==> config.mk <==
export PLATFORM = sky130hd
export DESIGN_NAME = rx_ctrl
export DESIGN_NICKNAME = d
export VERILOG_FILES = /design/src/rtl/rx_ctrl_pkg.sv /design/src/rtl/rx_out_reg.sv /design/src/rtl/rx_ctrl.sv
export SDC_FILE = /design/constraint.sdc
export NUM_CORES = 1
export LEC_CHECK = 0
export CORE_MARGIN = 5
export CORE_UTILIZATION = 45
export DETAILED_ROUTE_END_ITERATION = 7
export PLACE_DENSITY = 0.8
export SYNTH_ARGS = -nofsm -noshare
export SYNTH_HDL_FRONTEND = slang
export SYNTH_SLANG_ARGS = --single-unit
==> constraint.sdc <==
create_clock -name CLK -period 3.2 [get_ports CLK]
set_clock_uncertainty 0.1 [all_clocks]
set_input_delay 0.64 -clock CLK [delete_from_list [all_inputs] [get_ports CLK]]
set_output_delay 0.64 -clock CLK [all_outputs]
set_load 0.05 [all_outputs]
==> src/rtl/rx_ctrl_pkg.sv <==
// rtl/rx_ctrl_pkg.sv - shared types and constants for the RIFFA receive controller
//
// Purpose: controller state encoding and datapath constants used by rx_ctrl
//          and rx_out_reg.
// Ports:   none (package).
package rx_ctrl_pkg;

  localparam int DATA_W              = 64;
  // One 64-bit beat carries two 32-bit host words.
  localparam int WORD_PER_BEAT_SHIFT = 1;

  typedef enum logic [2:0] {
    ST_IDLE  = 3'd0,
    ST_ACK   = 3'd1,
    ST_RECV  = 3'd2,
    ST_DRAIN = 3'd3,
    ST_DONE  = 3'd4
  } rx_state_t;

endpackage

==> src/rtl/rx_out_reg.sv <==
// rtl/rx_out_reg.sv - one-entry registered valid/ready output stage
//
// Purpose: holds one 64-bit beat plus its last flag toward downstream logic.
//          A new beat may be loaded in the same cycle the held beat drains.
// Ports:
//   CLK, RST          clock, synchronous active-high reset (empties the stage)
//   load              write load_data/load_last this cycle (only when can_load)
//   load_data/last    incoming beat and its last flag
//   ready             downstream ready
//   can_load          stage empty or draining this cycle
//   valid/data/last   registered downstream beat
module rx_out_reg
  import rx_ctrl_pkg::*;
(
  input  logic              CLK,
  input  logic              RST,
  input  logic              load,
  input  logic [DATA_W-1:0] load_data,
  input  logic              load_last,
  input  logic              ready,
  output logic              can_load,
  output logic              valid,
  output logic [DATA_W-1:0] data,
  output logic              last
);

  assign can_load = !valid || ready;

  always_ff @(posedge CLK) begin
    if (RST) begin
      valid <= 1'b0;
      data  <= '0;
      last  <= 1'b0;
    end else if (load) begin
      valid <= 1'b1;
      data  <= load_data;
      last  <= load_last;
    end else if (ready) begin
      valid <= 1'b0;
    end
  end

endmodule

==> src/rtl/rx_ctrl.sv <==
// rtl/rx_ctrl.sv - RIFFA channel receive-side controller
//
// Purpose: detects a host transfer on CHNL_RX, acknowledges it, pulls 64-bit
//          beats with CHNL_RX_DATA_REN and forwards them through a registered
//          valid/ready stage. Reports word count, short and timeout status.
// Optional feature: define RX_TIMEOUT_EN to abort a stalled RECV after
//          TIMEOUT_CYCLES idle cycles (DRAIN state discards remaining data).
// Ports:
//   CLK, RST                  clock, synchronous active-high reset
//   CHNL_RX_CLK               forwarded CLK
//   CHNL_RX/_ACK              transfer request / one-cycle acknowledge
//   CHNL_RX_LAST/_LEN/_OFF    transfer attributes, latched in IDLE
//   CHNL_RX_DATA/_VALID/_REN  host data beat handshake
//   M_DATA/_VALID/_READY/_LAST  downstream stream
//   RX_LEN_Q/_OFF_Q/_LAST_Q   latched transfer attributes
//   RX_BUSY                   not IDLE
//   RX_DONE/_WORDS/_SHORT/_TIMEOUT  completion pulse and status
module rx_ctrl
  import rx_ctrl_pkg::*;
#(
  parameter int TIMEOUT_CYCLES = 1024,
  parameter int CNT_W          = 32
) (
  input  logic              CLK,
  input  logic              RST,
  output logic              CHNL_RX_CLK,
  input  logic              CHNL_RX,
  output logic              CHNL_RX_ACK,
  input  logic              CHNL_RX_LAST,
  input  logic [31:0]       CHNL_RX_LEN,
  input  logic [30:0]       CHNL_RX_OFF,
  input  logic [DATA_W-1:0] CHNL_RX_DATA,
  input  logic              CHNL_RX_DATA_VALID,
  output logic              CHNL_RX_DATA_REN,
  output logic [DATA_W-1:0] M_DATA,
  output logic              M_VALID,
  input  logic              M_READY,
  output logic              M_LAST,
  output logic [31:0]       RX_LEN_Q,
  output logic [30:0]       RX_OFF_Q,
  output logic              RX_LAST_Q,
  output logic              RX_BUSY,
  output logic              RX_DONE,
  output logic [31:0]       RX_WORDS,
  output logic              RX_SHORT,
  output logic              RX_TIMEOUT
);

  rx_state_t        state;
  logic [CNT_W-1:0] beat_cnt;
  logic [CNT_W-1:0] exp_beats;
  logic [32:0]      len_plus1;
  logic [CNT_W-1:0] exp_next;
  logic             can_load;
  logic             recv_ren;
  logic             beat_take;
  logic             done_ready;
  logic [63:0]      words_2x;

  assign CHNL_RX_CLK = CLK;
  assign RX_BUSY     = (state != ST_IDLE);

  // Round odd lengths up: the final beat then carries one valid word.
  assign len_plus1 = {1'b0, CHNL_RX_LEN} + 33'd1;
  assign exp_next  = CNT_W'(len_plus1 >> WORD_PER_BEAT_SHIFT);

  assign recv_ren  = (state == ST_RECV) && (beat_cnt < exp_beats) && can_load;
  assign beat_take = recv_ren && CHNL_RX_DATA_VALID;

  // Completion may be reported once the held beat leaves this cycle.
  assign done_ready = !M_VALID || M_READY;
  assign words_2x   = 64'(beat_cnt) << WORD_PER_BEAT_SHIFT;

`ifdef RX_TIMEOUT_EN
  localparam int IDLE_W = $clog2(TIMEOUT_CYCLES + 1);
  logic [IDLE_W-1:0] idle_cnt;
  logic              timed_out;

  assign CHNL_RX_DATA_REN = recv_ren || (state == ST_DRAIN);
`else
  logic unused_timeout_cfg;

  assign unused_timeout_cfg = (TIMEOUT_CYCLES != 0);
  assign CHNL_RX_DATA_REN   = recv_ren;
  assign RX_TIMEOUT         = 1'b0;
`endif

  rx_out_reg u_out (
    .CLK       (CLK),
    .RST       (RST),
    .load      (beat_take),
    .load_data (CHNL_RX_DATA),
    .load_last (beat_cnt == exp_beats - CNT_W'(1)),
    .ready     (M_READY),
    .can_load  (can_load),
    .valid     (M_VALID),
    .data      (M_DATA),
    .last      (M_LAST)
  );

  always_ff @(posedge CLK) begin
    if (RST) begin
      state       <= ST_IDLE;
      CHNL_RX_ACK <= 1'b0;
      beat_cnt    <= '0;
      exp_beats   <= '0;
      RX_LEN_Q    <= '0;
      RX_OFF_Q    <= '0;
      RX_LAST_Q   <= 1'b0;
      RX_DONE     <= 1'b0;
      RX_WORDS    <= '0;
      RX_SHORT    <= 1'b0;
`ifdef RX_TIMEOUT_EN
      idle_cnt    <= '0;
      timed_out   <= 1'b0;
      RX_TIMEOUT  <= 1'b0;
`endif
    end else begin
      CHNL_RX_ACK <= 1'b0;
      RX_DONE     <= 1'b0;
      case (state)
        ST_IDLE: begin
          // The cycle carrying RX_DONE is skipped so a waiting request is
          // acknowledged no sooner than two cycles after completion.
          if (CHNL_RX && !RX_DONE) begin
            RX_LEN_Q    <= CHNL_RX_LEN;
            RX_OFF_Q    <= CHNL_RX_OFF;
            RX_LAST_Q   <= CHNL_RX_LAST;
            exp_beats   <= exp_next;
            beat_cnt    <= '0;
            CHNL_RX_ACK <= 1'b1;
            state       <= ST_ACK;
`ifdef RX_TIMEOUT_EN
            idle_cnt    <= '0;
            timed_out   <= 1'b0;
`endif
          end
        end
        ST_ACK: state <= ST_RECV;
        ST_RECV: begin
          if (beat_take) begin
            beat_cnt <= beat_cnt + CNT_W'(1);
          end
          // Neither exit condition can coincide with an accepted beat.
          if (!CHNL_RX && ((beat_cnt == exp_beats) || !CHNL_RX_DATA_VALID)) begin
            state <= ST_DONE;
          end
`ifdef RX_TIMEOUT_EN
          else if (beat_take) begin
            idle_cnt <= '0;
          end else if (idle_cnt == IDLE_W'(TIMEOUT_CYCLES - 1)) begin
            timed_out <= 1'b1;
            state     <= ST_DRAIN;
          end else begin
            idle_cnt <= idle_cnt + IDLE_W'(1);
          end
`endif
        end
`ifdef RX_TIMEOUT_EN
        ST_DRAIN: begin
          if (!CHNL_RX && !CHNL_RX_DATA_VALID) begin
            state <= ST_DONE;
          end
        end
`endif
        ST_DONE: begin
          if (done_ready) begin
            RX_DONE  <= 1'b1;
            RX_WORDS <= (words_2x < 64'(RX_LEN_Q)) ? words_2x[31:0] : RX_LEN_Q;
            RX_SHORT <= (beat_cnt < exp_beats);
`ifdef RX_TIMEOUT_EN
            RX_TIMEOUT <= timed_out;
`endif
            state    <= ST_IDLE;
          end
        end
        default: state <= ST_IDLE;
      endcase
    end
  end

endmodule

After elaboration in Yosys (flattened, before gate mapping). Index checks and enable logic that the tools add are counted. W data, S select, Z words.

Output and inout bits: 169. Input port bits: 133. Bits in registers: 232. Logic and storage cells: 62.

Magnitude comparators: 2. Multiplexer cells: 12. Add/sub/neg operators: 3. Reduce and logical (&&, ||, !) cells: 21. Bitwise gates (word level): 2. Equality and inequality tests: 9.

Operators by type and width (count): $mux W32 (3); $eq A32 B32 Y1 (2); $pmux W32 S2 (1); $add A32 B1 Y33 const B (1); $lt A33 B32 Y1 (1); $add A32 B1 Y32 const B (1); $lt A32 B32 Y1 (1); $sub A32 B1 Y32 const B (1); $pmux W3 S4 (1); $mux W3 (3); $ne A2 B2 Y1 const B (3); $reduce_and A3 Y1 (2); $logic_and A1 B1 Y1 (5); $logic_not A1 Y1 (4); $mux W1 (4); $reduce_and A2 Y1 (2); $reduce_bool A2 Y1 (2); $reduce_or A2 Y1 (2); $eq A3 B1 Y1 const B (1); $eq A3 B2 Y1 const B (1); $eq A3 B3 Y1 const B (1); $logic_not A3 Y1 (1); $reduce_bool A3 Y1 (1); $logic_or A1 B1 Y1 (2); other kinds (2) (3).

Longest topological paths before layout.
Depth in word-level cells: 6. Gate-level depth with buffers: 12.

Cells and area by module. From an unflattened synthesis, not the netlist that was laid out.

Cells, all modules: 1477. Area total of the unflattened synthesis: 12226.7 um^2.

By module, submodules not included: rx_ctrl (area an instance 9840.7 um^2, times used 1, cells each 1263); rx_out_reg (area an instance 2386.0 um^2, times used 1, cells each 214).

==> run metrics <==
post-DP HPWL=30.10 mm; WL/cell=18.67 um; Max Cap Viol=0; Worst Hold Slack=352.2 ps; Syn. warnings=0; area leader, netlist=dfxtp_1; first-pass GRT wire length=65.52 mm; Slew Limit Fails=0; Synth Net Count=1,719; f_max=0.2860 GHz; largest net degree at the start of global routing=203; CTS Hold Bufs=0; Final setup viols=1; Crit Path Class=register to output pin; WHS Path Cells=2; Switching Share=30.59%; Crit Path Max Fanout=2; Worst Reg-to-Reg Cells=15; layout cell share with drive strength beyond 1=13.22%; CTS tree=done; vias per cell=5.463; RSZ-0062 raised after global routing=yes; worst slew pin tran=985.8 ps; diode count=0; Row Count=59; Synth top area share=39.01%; internal power=0.005771 W; worst rel slew slack=34.28%; Initial Util=45.69%; fin area=0.01735 mm2; syn_area_per_cell=7.833 um2; top_reg_cell synth=dfxtp_1; outcome=finished, violations left; die area=0.02981 mm2; I/O pins=302; WP depth=8; combinational share of power=23.2%; ys async rst share=0%; initial antenna violation count=0; P&R area growth vs syn=45.68%; Total Wirelength=41.99 mm; CP cell instances=inv_2 > ha_4 > nand4_1 > or4b_4 > o221ai_4 > a21oi_4 > and2_4 > buf_8; IO buf count=300; VDD IR max=0.5943 mV; Worst Setup Slack, final=-296.4 ps; arrival time of the worst setup path=2760 ps; DRC=0; Mapped Cells=1,520; total vias in the final route=12.29k; CP max-delay cell=or4b_4; sequential cell area fraction in the yosys report=39.01%; Crit path largest cell delay=570 ps; DP Area=0.01604 mm2; commonest non-fill, non-tap cell in the layout=nand2_1; violated checks=negative setup slack; Post-Synthesis Cell Area=0.01191 mm2; commonest non-fill, non-tap cells in the layout=318 x nand2_1, 297 x clkdlybuf4s50_1, 218 x dfxtp_1, 174 x a21oi_1, 132 x buf_4; vias in the first global route=12.27k; synth top area cells=dfxtp_1 39%, nand2_1 10%, a21oi_1 7.6%; Lkg Pwr=6.410 nW; CP startpoint kind=register; Congestion Overflow GR=0; initial DRC count=831; Die W=172.7 um; Nets=2,096; # fillers=2,116; Placer Congestion=0.9585; Design Power=0.008315 W; Skew-Pair Late Insertion Delay=640 ps; Tcrit/Tclk final=109.3%; Final Hold Fails=0; clock share of power=39.3%; worst path bufs/invs=2; Top delay family on crit path=simple AND/OR/NAND/NOR gates; sequential power share=37.5%; total global-route track usage=26.28%; clk slew on worst S/H paths=60 ps; drt first pass iters=5; NetSw=0.002543 W; pwr/cell area=479.4 mW/mm2; CORE AREA=0.02606 mm2; data required time of the worst path=2460 ps; Die Height=172.7 um; Yosys cell types=63; post-layout minimum cycle time=3496 ps; Worst setup EP type=output pin; number of enable flip-flop cells after synthesis=0; post-route ant nets=0; synthesized flop and latch total=232; hold crit path type=register to register; sum of negative setup slack=-296.4 ps
-- area by class of cell --
class,instances,area (um2),area share (%)
multi-input cells,1118,6892,39.73
flip-flops and latches,232,4664,26.89
repair buffers,440,4156,23.96
clock buffers,41,837.1,4.826
well taps,335,419.2,2.417
inverters,75,281.5,1.623
clock inverters,8,95.09,0.5482
-- layer usage --
metal / wire [um] / share of wire (%) / global-route usage, % / vias to the layer above
li1: - / - / - / 5972
met1: 16330 / 39 / 30.49 / 5755
met2: 20830 / 50 / 46.80 / 449
met3: 3165 / 7.5 / 6.659 / 110
met4: 1672 / 4.0 / 9.532 / 0
met5: 0 / 0 / 0 / -
-- worst paths after layout --
path | startpoint | slack (ps) | endpoint
setup / recovery | exp_beats[15]$_SDFFE_PP0P_ | -300 | CHNL_RX_DATA_REN
hold / removal | u_out.data[31]$_SDFFE_PP0P_ | 350 | u_out.data[31]$_SDFFE_PP0P_
setup reg to reg | exp_beats[14]$_SDFFE_PP0P_ | 40 | beat_cnt[25]$_SDFFE_PP0P_
hold reg to reg | u_out.data[31]$_SDFFE_PP0P_ | 350 | u_out.data[31]$_SDFFE_PP0P_
-- cells in the mapped netlist, types with 2 or more instances --
| library cell | instances |
|---|---|
| nor4b_1 | 3 |
| nor2_1 | 109 |
| o21a_1 | 3 |
| dfxtp_1 | 232 |
| or4_4 | 2 |
| or4_1 | 7 |
| clkbuf_1 | 80 |
| nand2_1 | 319 |
| a211oi_1 | 67 |
| ha_1 | 66 |
| or3_1 | 21 |
| nor3_1 | 15 |
| nor4_1 | 14 |
| o221ai_1 | 3 |
| mux2i_1 | 34 |
| nor2b_1 | 5 |
| buf_1 | 11 |
| xor2_1 | 37 |
| nor3b_1 | 7 |
| a21oi_1 | 181 |
| o2111ai_1 | 3 |
| buf_4 | 2 |
| o21ai_0 | 35 |
| a21o_1 | 7 |
| xnor2_1 | 47 |
| nand4_1 | 23 |
| a41oi_1 | 2 |
| and4_1 | 7 |
| and3_1 | 12 |
| a221oi_1 | 2 |
| nand3_1 | 39 |
| inv_1 | 75 |
| a311oi_1 | 4 |
| nand2b_1 | 3 |
| a31oi_1 | 4 |
| or2_2 | 3 |
| or3b_2 | 2 |
| o211ai_1 | 5 |
| and2_1 | 5 |
-- cells by family (layout without fill, tap and decap cells) --
logic type | count (synthesis) | count (layout) | synth area share (%)
AO/OA/AOI/OAI | 332 | 332 | 16.70
XOR/XNOR | 84 | 84 | 6.179
adder cells (fa/ha/maj) | 66 | 66 | 6.936
buffers and inverters | 170 | 564 | 5.496
flip-flops | 232 | 232 | 39.01
multiplexers | 34 | 34 | 2.858
other | 1 | 1 | 0.03150
AND/OR/NAND/NOR | 601 | 601 | 22.79
-- sequential cells by signal, indices dropped and copies added (netlist names), 3 cells and up --
register	count
beat_cnt	32
exp_beats	32
RX_OFF_Q	31
u_out.data	64
RX_LEN_Q	32
RX_WORDS	32
state	3
-- power by group through the flow --
stage | Clock (W) | Sequential, W | Combinational (W)
5_1_grt | 0.00346 | 0.00314 | 0.00206
4_1_cts | 0.00332 | 0.00312 | 0.00188
3_5_place_dp | 0.0000721 | 0.00318 | 0.00184
2_1_floorplan | 0.0000674 | 0.00350 | 0.000733
6_report | 0.00326 | 0.00312 | 0.00193
3_3_place_gp | 0.0000721 | 0.00317 | 0.00181
-- worst min-delay path: cells and delay by family, from the launching register on --
kind	cells	cell delay (ps)
DFF	1	310
and+or+nand+nor	1	50
AOI/OAI and AO/OA	1	50
-- through the flow --
step           util, %  setup slack (ps)  cells
2_1_floorplan        -             34.95   1520
3_3_place_gp     61.55            -62.13   2189
3_5_place_dp     61.55            -53.78   2189
4_1_cts          65.80            -297.2   2241
5_1_grt          66.56            -345.7   2249
6_report         66.56            -296.4   2249
-- repair_timing --
item | in CTS | in global routing
setup endpoints to repair | 3 | 95
resized for setup | 33 | 38
pin swaps | 7 | 16
buffers inserted | 4 | 8
Power figures use the tool's default switching activity.
